`src/rtl/fetch_queue_if.sv`:
```
// Fetch-stage bundle: instruction-memory request/response, decode handshake and redirect.
// master is the fetch queue itself; slave is the memory/decode environment around it.
interface fetch_queue_if #(
   parameter int XLEN  = 32,
   parameter int DEPTH = 4
);
   localparam int CW = $clog2(DEPTH + 1);

   logic            redirect_i;
   logic [XLEN-1:0] redirect_pc_i;
   logic            imem_req_o;
   logic [XLEN-1:0] imem_addr_o;
   logic            imem_gnt_i;
   logic            imem_rvalid_i;
   logic [XLEN-1:0] imem_rdata_i;
   logic            inst_valid_o;
   logic [XLEN-1:0] inst_o;
   logic [XLEN-1:0] pc_o;
   logic            inst_ready_i;
   logic [CW-1:0]   count_o;

   modport master (
      input  redirect_i, redirect_pc_i, imem_gnt_i, imem_rvalid_i, imem_rdata_i, inst_ready_i,
      output imem_req_o, imem_addr_o, inst_valid_o, inst_o, pc_o, count_o
   );

   modport slave (
      output redirect_i, redirect_pc_i, imem_gnt_i, imem_rvalid_i, imem_rdata_i, inst_ready_i,
      input  imem_req_o, imem_addr_o, inst_valid_o, inst_o, pc_o, count_o
   );
endinterface

```
`src/rtl/fetch_queue.sv`:
```
// Prefetch queue between instruction memory and decode: credit-limited sequential fetch,
// in-order response capture into a DEPTH-entry ring, and redirect with stale-response squashing.
module fetch_queue #(
   parameter int              XLEN     = 32,
   parameter int              DEPTH    = 4,
   parameter logic [XLEN-1:0] RESET_PC = 32'h0000_0000
) (
   input logic           clk,
   input logic           rst,
   fetch_queue_if.master bus
);
   localparam int              CW      = $clog2(DEPTH + 1);
   localparam int              PW      = $clog2(DEPTH);
   localparam logic [XLEN-1:0] STEP    = XLEN'(3'd4);
   localparam logic [XLEN-1:0] ZERO_X  = {XLEN{1'b0}};
   localparam logic [XLEN-1:0] ALIGN_M = ~(XLEN'(2'b11));
   localparam logic [CW:0]     DEPTH_C = (CW + 1)'(DEPTH);
   localparam logic [CW-1:0]   ZERO_C  = {CW{1'b0}};
   localparam logic [CW-1:0]   ONE_C   = CW'(1'b1);
   localparam logic [PW-1:0]   ZERO_P  = {PW{1'b0}};
   localparam logic [PW-1:0]   ONE_P   = PW'(1'b1);

   logic [XLEN-1:0] mem_pc_r   [DEPTH];
   logic [XLEN-1:0] mem_inst_r [DEPTH];
   logic [PW-1:0]   head_r;
   logic [PW-1:0]   tail_r;
   logic [CW-1:0]   count_r;
   logic [CW-1:0]   outstanding_r;
   logic [CW-1:0]   discard_r;
   logic [XLEN-1:0] fetch_pc_r;
   logic [XLEN-1:0] resp_pc_r;

   logic            credit_s;
   logic            req_s;
   logic            grant_s;
   logic            push_s;
   logic            pop_s;
   logic [XLEN-1:0] redirect_base_s;
   logic [CW-1:0]   count_nxt_s;
   logic [CW-1:0]   outstanding_nxt_s;
   logic [CW-1:0]   discard_nxt_s;

   // Handshake qualification and next values of the occupancy/in-flight/squash counters.
   always_comb begin
      // Discarded in-flight requests still hold credit until their responses come back.
      credit_s        = ({1'b0, count_r} + {1'b0, outstanding_r}) < DEPTH_C;
      req_s           = ~rst & ~bus.redirect_i & credit_s;
      grant_s         = req_s & bus.imem_gnt_i;
      pop_s           = (count_r != ZERO_C) & bus.inst_ready_i & ~bus.redirect_i;
      push_s          = bus.imem_rvalid_i & ~bus.redirect_i & (discard_r == ZERO_C);
      redirect_base_s = bus.redirect_pc_i & ALIGN_M;

      outstanding_nxt_s = outstanding_r;
      if (grant_s & ~bus.imem_rvalid_i) begin
         outstanding_nxt_s = outstanding_r + ONE_C;
      end else if (~grant_s & bus.imem_rvalid_i) begin
         outstanding_nxt_s = outstanding_r - ONE_C;
      end else begin
         outstanding_nxt_s = outstanding_r;
      end

      discard_nxt_s = discard_r;
      if (bus.redirect_i) begin
         discard_nxt_s = outstanding_r - (bus.imem_rvalid_i ? ONE_C : ZERO_C);
      end else if (bus.imem_rvalid_i & (discard_r != ZERO_C)) begin
         discard_nxt_s = discard_r - ONE_C;
      end else begin
         discard_nxt_s = discard_r;
      end

      count_nxt_s = count_r;
      if (bus.redirect_i) begin
         count_nxt_s = ZERO_C;
      end else if (push_s & ~pop_s) begin
         count_nxt_s = count_r + ONE_C;
      end else if (pop_s & ~push_s) begin
         count_nxt_s = count_r - ONE_C;
      end else begin
         count_nxt_s = count_r;
      end
   end

   // Counters, fetch/response PCs and ring pointers.
   always_ff @(posedge clk or posedge rst) begin
      if (rst) begin
         count_r       <= ZERO_C;
         outstanding_r <= ZERO_C;
         discard_r     <= ZERO_C;
         fetch_pc_r    <= RESET_PC;
         resp_pc_r     <= RESET_PC;
         head_r        <= ZERO_P;
         tail_r        <= ZERO_P;
      end else begin
         count_r       <= count_nxt_s;
         outstanding_r <= outstanding_nxt_s;
         discard_r     <= discard_nxt_s;
         if (bus.redirect_i) begin
            fetch_pc_r <= redirect_base_s;
            resp_pc_r  <= redirect_base_s;
            head_r     <= ZERO_P;
            tail_r     <= ZERO_P;
         end else begin
            if (grant_s) begin
               fetch_pc_r <= fetch_pc_r + STEP;
            end else begin
               fetch_pc_r <= fetch_pc_r;
            end
            if (push_s) begin
               resp_pc_r <= resp_pc_r + STEP;
               tail_r    <= tail_r + ONE_P;
            end else begin
               resp_pc_r <= resp_pc_r;
               tail_r    <= tail_r;
            end
            if (pop_s) begin
               head_r <= head_r + ONE_P;
            end else begin
               head_r <= head_r;
            end
         end
      end
   end

   // Entry storage; an accepted response is written at the tail with its fetch address.
   always_ff @(posedge clk or posedge rst) begin
      if (rst) begin
         for (int i = 0; i < DEPTH; i++) begin
            mem_pc_r[i]   <= ZERO_X;
            mem_inst_r[i] <= ZERO_X;
         end
      end else if (push_s) begin
         mem_pc_r[tail_r]   <= resp_pc_r;
         mem_inst_r[tail_r] <= bus.imem_rdata_i;
      end else begin
         mem_pc_r[tail_r]   <= mem_pc_r[tail_r];
         mem_inst_r[tail_r] <= mem_inst_r[tail_r];
      end
   end

   assign bus.imem_req_o   = req_s;
   assign bus.imem_addr_o  = fetch_pc_r;
   assign bus.inst_valid_o = (count_r != ZERO_C);
   assign bus.inst_o       = mem_inst_r[head_r];
   assign bus.pc_o         = mem_pc_r[head_r];
   assign bus.count_o      = count_r;
endmodule
```
`src/flat_wrapper.sv`:
```
// flat-port wrapper written by rule: the top's interface ports become plain ports
module fetch_queue_flat 
#(
   parameter int              XLEN     = 32,
   parameter int              DEPTH    = 4,
   parameter logic [XLEN-1:0] RESET_PC = 32'h0000_0000
)
  (clk, rst, bus_redirect_i, bus_redirect_pc_i, bus_imem_gnt_i, bus_imem_rvalid_i, bus_imem_rdata_i, bus_inst_ready_i, bus_imem_req_o, bus_imem_addr_o, bus_inst_valid_o, bus_inst_o, bus_pc_o, bus_count_o);
  fetch_queue_if #(.XLEN(XLEN), .DEPTH(DEPTH)) bus_i ();
  input logic clk;
  input logic rst;
  input wire logic [$bits(bus_i.redirect_i)-1:0] bus_redirect_i;
  input wire logic [$bits(bus_i.redirect_pc_i)-1:0] bus_redirect_pc_i;
  input wire logic [$bits(bus_i.imem_gnt_i)-1:0] bus_imem_gnt_i;
  input wire logic [$bits(bus_i.imem_rvalid_i)-1:0] bus_imem_rvalid_i;
  input wire logic [$bits(bus_i.imem_rdata_i)-1:0] bus_imem_rdata_i;
  input wire logic [$bits(bus_i.inst_ready_i)-1:0] bus_inst_ready_i;
  output wire logic [$bits(bus_i.imem_req_o)-1:0] bus_imem_req_o;
  output wire logic [$bits(bus_i.imem_addr_o)-1:0] bus_imem_addr_o;
  output wire logic [$bits(bus_i.inst_valid_o)-1:0] bus_inst_valid_o;
  output wire logic [$bits(bus_i.inst_o)-1:0] bus_inst_o;
  output wire logic [$bits(bus_i.pc_o)-1:0] bus_pc_o;
  output wire logic [$bits(bus_i.count_o)-1:0] bus_count_o;
  assign bus_i.redirect_i = bus_redirect_i;
  assign bus_i.redirect_pc_i = bus_redirect_pc_i;
  assign bus_i.imem_gnt_i = bus_imem_gnt_i;
  assign bus_i.imem_rvalid_i = bus_imem_rvalid_i;
  assign bus_i.imem_rdata_i = bus_imem_rdata_i;
  assign bus_i.inst_ready_i = bus_inst_ready_i;
  assign bus_imem_req_o = bus_i.imem_req_o;
  assign bus_imem_addr_o = bus_i.imem_addr_o;
  assign bus_inst_valid_o = bus_i.inst_valid_o;
  assign bus_inst_o = bus_i.inst_o;
  assign bus_pc_o = bus_i.pc_o;
  assign bus_count_o = bus_i.count_o;
  fetch_queue #(.XLEN(XLEN), .DEPTH(DEPTH), .RESET_PC(RESET_PC)) u_core (.clk(clk), .rst(rst), .bus(bus_i));
endmodule
```
`config.mk`:
```
export PLATFORM = sky130hd
export DESIGN_NAME = fetch_queue_flat
export DESIGN_NICKNAME = d
export VERILOG_FILES = /design/src/rtl/fetch_queue_if.sv /design/src/rtl/fetch_queue.sv /design/src/flat_wrapper.sv
export SDC_FILE = /design/constraint.sdc
export NUM_CORES = 1
export LEC_CHECK = 0
export BUFFER_PORTS_ARGS = -buffer_cell sky130_fd_sc_hd__buf_4
export CAP_MARGIN = 10
export CORE_ASPECT_RATIO = 0.8
export CORE_MARGIN = 5
export CORE_UTILIZATION = 60
export DETAILED_ROUTE_END_ITERATION = 6
export PLACE_DENSITY = 0.87
export REMOVE_ABC_BUFFERS = 1
export SYNTH_ARGS = -nofsm -noshare
export SYNTH_HDL_FRONTEND = slang
export SYNTH_SLANG_ARGS = --single-unit
```
`constraint.sdc`:
```
create_clock -name clk -period 24.8 [get_ports clk]
set_clock_uncertainty 0.1 [all_clocks]
set_input_delay 2.48 -clock clk [delete_from_list [all_inputs] [get_ports clk]]
set_output_delay 2.48 -clock clk [all_outputs]
set_load 0.01 [all_outputs]
```
==> parameters.txt, run 1 <==
Parameter                              Value

Drt
  Average via count per standard cell ... about 6.4
  Antenna Nets Post-Route ... 0
  Vias post-DR ... around 13000
  Routed wire length ... roughly 42 mm
  Total iterations of the first detailed-routing run ... 5
  Routed wirelength normalized by instance count ... approximately 21 um
  Number of violations reported at the end of detailed-routing iteration 0 ... 1112
  Post-detailed-route DRC marker count ... 0

Floorplanning
  Num rows ... 55
  Initial Utilization ... 0.603
  Core box area ... 28100 um^2
  Height of the die ... 160 um
  I/O pin total ... between 150 and 200
  Full die area ... 31700 um^2
  Overall die width ... between 150 and 200 um

STA
  Final setup violating endpoints ... 0
  Slew @ Worst Pin ... approximately 1000 ps
  Unrepaired setup endpoints after global routing ... false
  Worst slew margin ... 0.311
  Max-slew violation total from the final report ... 0
  Final critical path time including I/O delays and setup ... 5840 ps
  Setup TNS ... 0 ps
  Least setup slack across all paths after layout ... 18960 ps
  Hold Violations, Final ... 0
  Final cycle utilization of the critical path ... 0.236
  Highest clock frequency the design can meet ... 0.171 GHz

Global route
  Met2 GRT Util ... 0.422
  Gr busiest metal ... met2
  Total congestion overflow ... 0
  Total GRT Usage ... 0.264
  Pin count of the biggest net entering global routing ... 152
  Met1 Usage GRT ... 0.375
  Number of antenna violations at the first check in global routing ... 0
  Vias in the first global route ... 13057
  Global-route wire length before repair ... 68.1 mm
  Met3 usage ... 0.0460

Worst setup path
  Sort of element at the start of the critical path ... input pin
  Required time of the worst setup path ... ~22000 ps
  Depth of the worst register-to-register path ... 7
  Data arrival, critical path ... 3260 ps
  Crit path kind ... input pin to output port
  Crit Path Max Fanout ... 28
  Category of the worst setup path capture point ... output port

CTS
  Num CTS Buffers ... 36
  Post-cts repair resize count ... 0
  Largest buffer count on any clock path ... 3
  Buffers inserted during post-CTS setup optimization ... 0
  CTS H-Tree Depth ... 2
  TritonCTS clock tree ... yes
  Buffer cell driving the clock tree root ... sky130_fd_sc_hd__clkbuf_16
  Hold-fix buffers at CTS ... 0
  CTS clock-pin slew for the worst setup and hold paths ... 60 ps
  Skew-Pair Late Insertion Delay ... 520 ps
  Sink count of the clock tree ... 329

Logic synthesis
  Number of synthesized register bits ... 329
  Main synth FF type ... sky130_fd_sc_hd__dfrtp_1
  Proportion of register bits with asynchronous set or reset after synthesis ... 1.00
  Syn_area_per_cell ... ~11 um^2
  Post-synth EDFFs ... 0
  Number of warnings issued by yosys ... 0
  Post-synthesis cell type count ... 55
  Post-Syn Area ... 16900 um^2
  Post-synthesis sequential area ratio ... 0.486
  Mapped Cells ... around 1500

Worst hold path
  Kind of path behind the tightest hold check ... register to register
  Worst Hold Depth ... 1

Final layout
  Layout cell share with drive strength beyond 1 ... 0.250
  Number of nets in the final layout ... 1699
  # fillers ... 1952
  P&R area growth vs syn ... 15.4%
  Antenna diode count ... 0

Power
  Total power ... 2.10 mW
  Worst ir drop on vdd ... between 0.06 and 0.07 mV
  Static power due to leakage ... 7.38 nW
  P per Cell Area ... 108 nW/um^2

Run
  Max-cap viol count ... 0

Status
  Result of the run ... finished clean

Placement
  Port-buffer cells ... 166
  Placer congestion estimate ... 0.912
  Post-detail-place hpwl ... 25.8 mm
  Pre-CTS setup slack ... 18980 ps
-- sequential cells by signal, indices dropped and copies added (netlist names) --
name and count:
u_core.outstanding_r 3, u_core.head_r 2, u_core.bus.imem_addr_o 30, u_core.mem_inst_r 128
u_core.bus.count_o 3, u_core.mem_pc_r 128, u_core.resp_pc_r 30, u_core.tail_r 2
u_core.discard_r 3
-- layout by cell type, fill, tap and decap left out, types with 15 or more instances in the layout --
cell type and instances:
sky130_fd_sc_hd__inv_1 18, sky130_fd_sc_hd__nor3_1 15, sky130_fd_sc_hd__a21oi_1 254, sky130_fd_sc_hd__nor2_1 278
sky130_fd_sc_hd__mux2i_1 67, sky130_fd_sc_hd__xnor2_1 24, sky130_fd_sc_hd__dfrtp_1 325, sky130_fd_sc_hd__o21ai_0 27
sky130_fd_sc_hd__nand2_1 55, sky130_fd_sc_hd__mux4_2 128, sky130_fd_sc_hd__buf_4 177, sky130_fd_sc_hd__nand3_1 40
sky130_fd_sc_hd__xor2_1 19, sky130_fd_sc_hd__mux2_2 19, sky130_fd_sc_hd__clkbuf_16 37
-- where the power goes --
part	switching [mW]	internal [mW]
registers	0.144	0.684
logic	0.363	0.366
clock network	0.213	0.332
total	0.720	1.38
-- cells in the mapped netlist, types with 3 or more instances --
master	instances	area share
sky130_fd_sc_hd__a21oi_1	254	0.075
sky130_fd_sc_hd__a31oi_1	7	0.0026
sky130_fd_sc_hd__and2_1	3	0.0011
sky130_fd_sc_hd__and3_1	6	0.0022
sky130_fd_sc_hd__and4_1	4	0.0021
sky130_fd_sc_hd__buf_1	5	0.0011
sky130_fd_sc_hd__buf_2	31	0.0092
sky130_fd_sc_hd__buf_4	4	0.0018
sky130_fd_sc_hd__clkbuf_1	70	0.016
sky130_fd_sc_hd__dfrtp_1	329	0.49
sky130_fd_sc_hd__ha_1	13	0.0096
sky130_fd_sc_hd__inv_1	19	0.0042
sky130_fd_sc_hd__mux2_2	19	0.013
sky130_fd_sc_hd__mux2i_1	67	0.040
sky130_fd_sc_hd__mux4_2	128	0.17
sky130_fd_sc_hd__nand2_1	55	0.012
sky130_fd_sc_hd__nand3_1	40	0.012
sky130_fd_sc_hd__nand3b_1	3	0.0013
sky130_fd_sc_hd__nand4_1	11	0.0041
sky130_fd_sc_hd__nand4_2	3	0.0022
sky130_fd_sc_hd__nand4b_1	4	0.0021
sky130_fd_sc_hd__nor2_1	279	0.062
sky130_fd_sc_hd__nor2b_1	3	0.0011
sky130_fd_sc_hd__nor3_1	15	0.0044
sky130_fd_sc_hd__nor3_2	4	0.0024
sky130_fd_sc_hd__nor4_1	3	0.0011
sky130_fd_sc_hd__nor4_4	3	0.0038
sky130_fd_sc_hd__o211ai_1	9	0.0040
sky130_fd_sc_hd__o21ai_0	27	0.0080
sky130_fd_sc_hd__o21ai_1	8	0.0024
sky130_fd_sc_hd__o311ai_0	5	0.0026
sky130_fd_sc_hd__or3_1	5	0.0018
sky130_fd_sc_hd__xnor2_1	24	0.012
sky130_fd_sc_hd__xor2_1	19	0.0098
-- area by class of cell --
class | count | area, um^2 | area share
sequential | 329 | 8250 | 0.422
multi-input combinational | 1048 | 8190 | 0.419
timing repair buffer | 178 | 1350 | 0.0690
clock buffer | 53 | 1080 | 0.0551
tap | 370 | 463 | 0.0237
clock inverter | 9 | 130 | 0.00666
inverter | 21 | 86.3 | 0.00442
-- per-layer routing --
layer / part of all wire / vias up / wire length, um
met1: 0.42 / 6487 / 17400
li1: - / 5689 / -
met5: 0 / - / 0
met2: 0.49 / 542 / 20400
met4: 0.026 / 0 / 1060
met3: 0.068 / 93 / 2850
-- final timing paths --
| check | start | end | slack, ps |
|---|---|---|---|
| hold / removal | u_core.mem_pc_r[32] | u_core.mem_pc_r[32] | 430 |
| min in group asynchronous | rst | u_core.bus.count_o[2] | 2000 |
| setup / recovery | bus_redirect_i | bus_imem_req_o | 18960 |
| hold reg to reg | u_core.mem_pc_r[32] | u_core.mem_pc_r[32] | 430 |
| max in group asynchronous | rst | u_core.mem_inst_r[98] | 21120 |
| setup reg to reg | u_core.discard_r[0] | u_core.mem_inst_r[101] | 21060 |
-- cell families (layout without fill, tap and decap cells) --
logic type / count (synthesis) / in the layout / share of synthesized area
xor+xnor: 43 / 43 / 0.0222
simple gates: 453 / 453 / 0.123
other cells: 1 / 2 / 0.000222
compound gates: 321 / 321 / 0.100
buf+inv: 133 / 261 / 0.0336
mux: 214 / 214 / 0.223
fa+ha+maj: 15 / 15 / 0.0120
flops: 329 / 329 / 0.486
-- through the flow --
stage                      util  hold WS, ps  area (um^2)  cells
final                     0.696          425        19500   2008
after floorplan               -          384        16400   1398
after CTS                 0.696          428        19500   2008
after detailed placement  0.653          414        18300   1946
after global routing      0.696          441        19500   2008
after global placement    0.653          405        18300   1946
-- worst max-delay path, stage by stage --
cell	delay, ps
sky130_fd_sc_hd__buf_4	210
sky130_fd_sc_hd__nor3_2	240
sky130_fd_sc_hd__and3_1	190
sky130_fd_sc_hd__buf_4	120
Power figures use the tool's default switching activity.
==> inputs of run 2 (changes only) <==
ABC_AREA = 1   (was default)
CORE_UTILIZATION = 55   (was 60)
PLACE_DENSITY = 0.84   (was 0.87)
clock period = 5 ns   (was 24.8 ns; I/O delays follow)
==> parameters.txt, run 2 <==
Parameter                              Value

Status
  Result of the run ... finished clean

STA
  Worst slew margin ... 0.240 (-0.0718)
  Slew @ Worst Pin ... 1140 ps (+108 ps)
  Final setup violating endpoints ... 0 (unchanged)
  Hold Violations, Final ... 0 (unchanged)
  Final cycle utilization of the critical path ... 0.646
  Unrepaired setup endpoints after global routing ... false
  Max-slew violation total from the final report ... 0 (unchanged)
  Final critical path time including I/O delays and setup ... 3230 ps
  Highest clock frequency the design can meet ... about 0.31 GHz

Floorplanning
  Height of the die ... 177 um (+10%)
  Overall die width ... 218 um (+10%)
  Num rows ... 61 (+11%)
  Core box area ... 34500 um^2 (+23%)
  I/O pin total ... 171 (unchanged)
  Initial Utilization ... 0.552 (-0.0505)
  Full die area ... 38500 um^2 (+21%)

Drt
  Routed wire length ... 56.2 mm (+35%)
  Post-detailed-route DRC marker count ... 0 (unchanged)
  Top Metal Used ... met5
  Average via count per standard cell ... 6.02 (-5.6%)
  Total iterations of the first detailed-routing run ... 6 (+1)
  Met1 wire length ... 22.7 mm (+31%)
  Antenna Nets Post-Route ... 0 (unchanged)
  Routed wirelength normalized by instance count ... 18.0 um (-13%)
  Routed met2 length ... 25.9 mm (+27%)
  DR WL met3 ... 6.08 mm (+110%)
  Vias post-DR ... 18845 (+47%)
  Number of violations reported at the end of detailed-routing iteration 0 ... 2297 (+110%)

Final layout
  Post-route standard cell area excluding fillers ... 21700 um^2 (+11%)
  P&R area growth vs syn ... 13.7%
  Most frequent cells in the layout ... 602 x sky130_fd_sc_hd__nand2_1, 327 x sky130_fd_sc_hd__dfrtp_1, 292 x sky130_fd_sc_hd__o21ai_0, 281 x sky130_fd_sc_hd__nand3_1, 222 x sky130_fd_sc_hd__a21oi_1
  Commonest non-fill, non-tap cell in the layout ... sky130_fd_sc_hd__nand2_1
  Largest registers ... u_core.mem_inst_r (128), u_core.mem_pc_r (128)
  Utilization after layout ... 0.628 (-0.0680)
  Number of nets in the final layout ... 2715 (+60%)
  Antenna diode count ... 0 (unchanged)
  Layout cell share with drive strength beyond 1 ... 0.129 (-0.121)

CTS
  Num CTS Buffers ... 36 (unchanged)
  Largest buffer count on any clock path ... 3 (unchanged)
  Hold-fix buffers at CTS ... 0 (unchanged)
  Buffers inserted during post-CTS setup optimization ... 0 (unchanged)
  Buffer cell driving the clock tree root ... sky130_fd_sc_hd__clkbuf_16
  CTS H-Tree Depth ... 2 (unchanged)
  CTS clock-pin slew for the worst setup and hold paths ... 60 ps (about the same)
  Skew-Pair Late Insertion Delay ... 540 ps (+20 ps)
  TritonCTS clock tree ... yes
  Post-cts repair resize count ... 0 (unchanged)
  Sink count of the clock tree ... 329 (unchanged)

Power
  P per Cell Area ... 587 nW/um^2 (+450%)
  Worst ir drop on vdd ... 0.247 mV (+270%)
  Static power due to leakage ... 10.2 nW (+38%)

Worst hold path
  Kind of path behind the tightest hold check ... input pin to async pin

Worst setup path
  Crit Path Max Fanout ... 99 (+250%)
  Sort of element at the start of the critical path ... register
  Crit path kind ... register to output port
  Longest individual stage delay on the worst path ... 560 ps (+320 ps)
  Data arrival, critical path ... 2630 ps (-630 ps)
  Category of the worst setup path capture point ... output port
  Cell-by-cell listing of the critical path ... inv_4 > buf_12 > o21ai_0 > o22ai_1 > buf_4
  Slowest cell on the critical path ... sky130_fd_sc_hd__inv_4
  Required time of the worst setup path ... 4400 ps (-17820 ps)

Placement
  Port-buffer cells ... 166 (unchanged)
  Standard cell area after detailed placement ... 20400 um^2 (+11%)
  Placer congestion estimate ... 0.942 (+3.2%)
  Post-detail-place hpwl ... 33.8 mm (+31%)

Logic synthesis
  Post-synthesis cell type count ... 41 (-25%)
  Most numerous cell in the Yosys netlist ... sky130_fd_sc_hd__nand2_1
  Number of synthesized register bits ... 329 (unchanged)
  Main synth FF type ... sky130_fd_sc_hd__dfrtp_1
  Area fraction in compound gates after synthesis ... 0.196 (+0.0956)
  Proportion of register bits with asynchronous set or reset after synthesis ... 1.00 (unchanged)
  Synthesized-area fraction occupied by xor and xnor cells ... 0.00689 (-0.0154)
  Post-synth top area cell ... sky130_fd_sc_hd__dfrtp_1
  Mapped Cells ... 2571 (+70%)
  Post-Syn Area ... 19100 um^2 (+13%)
  Number of warnings issued by yosys ... 0 (unchanged)
  Top-area cell type share of the netlist area ... 0.432 (-0.0544)
  Mux share of post-synthesis cell area ... 0 (-0.223)
  Post-synthesis share of cell area spent on full adders, half adders and majority gates ... 0.0106 (-0.00134)
  Post-synth EDFFs ... 0 (unchanged)
  Syn_area_per_cell ... 7.41 um^2 (-34%)
  Post-synthesis sequential area ratio ... 0.432 (-0.0544)
  Dominant combinational cell family by area after synthesis ... simple AND/OR/NAND/NOR gates
  Ranking of synthesized cells by area ... sky130_fd_sc_hd__dfrtp_1 43%, sky130_fd_sc_hd__nand2_1 12%, sky130_fd_sc_hd__o21ai_0 7.7%, sky130_fd_sc_hd__nand3_1 7.4%, sky130_fd_sc_hd__a21oi_1 5.8%
  Simple-gate area share of the yosys netlist ... 0.272 (+0.150)
  Cell types with the highest counts after synthesis ... 602 x sky130_fd_sc_hd__nand2_1, 329 x sky130_fd_sc_hd__dfrtp_1, 292 x sky130_fd_sc_hd__o21ai_0

Run
  Max-cap viol count ... 0 (unchanged)

Global route
  Total GRT Usage ... 0.284 (+0.0202)
  Vias in the first global route ... 17971 (+38%)
  Pin count of the biggest net entering global routing ... 117 (-23%)
  Number of antenna violations at the first check in global routing ... 1 (+1)
  Total congestion overflow ... 0 (unchanged)
  Global-route wire length before repair ... 90.5 mm (+33%)
-- run 2: cell count changes in the layout (fill, tap and decap cells not counted), sizes merged, moves of 77 or more --
cell	delta
nand2	+551
o21ai	+312
o211ai	+77
inv	+190
nor2	-162
nand3	+290
mux4	-128
-- run 2: layout make-up --
type	instances	area [um^2]
fillers	2935	12800
multi-input cells	1858	9300
flip-flops and latches	329	8240
repair buffers	189	1470
clock buffers	50	1040
inverters	216	828
well taps	472	591
clock inverters	16	198
-- run 2: logic make-up (layout without fill, tap and decap cells) --
logic type               Yosys count  after routing
AO/OA/AOI/OAI                    689            689
XOR/XNOR                          15             15
adder cells (fa/ha/maj)           15             15
buffers and inverters            385            471
flip-flops                       329            329
other                              1              2
AND/OR/NAND/NOR                 1137           1137
-- run 2: where the power goes --
part / internal (mW) / switching [mW] / total, mW
clock network: 1.68 / 1.13 / 2.81
registers: 3.77 / 0.820 / 4.59
logic: 2.06 / 3.28 / 5.33
total: 7.50 / 5.22 / 12.7
-- run 2: worst paths after layout --
kind | start | end | slack (ps) | cells after the start
worst max register to register | u_core.tail_r[0] | u_core.mem_pc_r[1] | 1790 | 5
max in group asynchronous | rst | u_core.mem_inst_r[78] | 3570 | 3
worst min register to register | u_core.mem_pc_r[55] | u_core.mem_pc_r[55] | 400 | 2
min in group clk | bus_redirect_pc_i[26] | u_core.bus.imem_addr_o[26] | 140 | 3
worst min-delay path | rst | u_core.outstanding_r[2] | 10 | 2
worst max-delay path | u_core.head_r[0] | bus_pc_o[27] | 1770 | 5
-- run 2: layer usage --
layer / vias up / GRT usage
li1: 8766 / -
met1: 8845 / 0.389
met2: 1087 / 0.453
met3: 145 / 0.0573
met4: 2 / 0.100
met5: - / 0
-- run 2: through the flow --
stage	worst slack [ps]	power, mW	instances	hold WS (ps)	TNS (ps)
after global routing	1610	13.6	3130	102	0
after detailed placement	1720	9.85	3064	383	0
after floorplan	-4710	7.94	2403	366	-2008960
final	1770	12.7	3130	15.0	0
after global placement	1760	9.58	3064	382	0
after CTS	1810	12.7	3130	57.8	0
-- run 2: worst max-delay path, delay by kind of cell (launching register included) --
| family | cells | cell delay [ps] |
|---|---|---|
| flip-flops | 1 | 420 |
| AO/OA/AOI/OAI | 2 | 410 |
| buffers and inverters | 3 | 1160 |
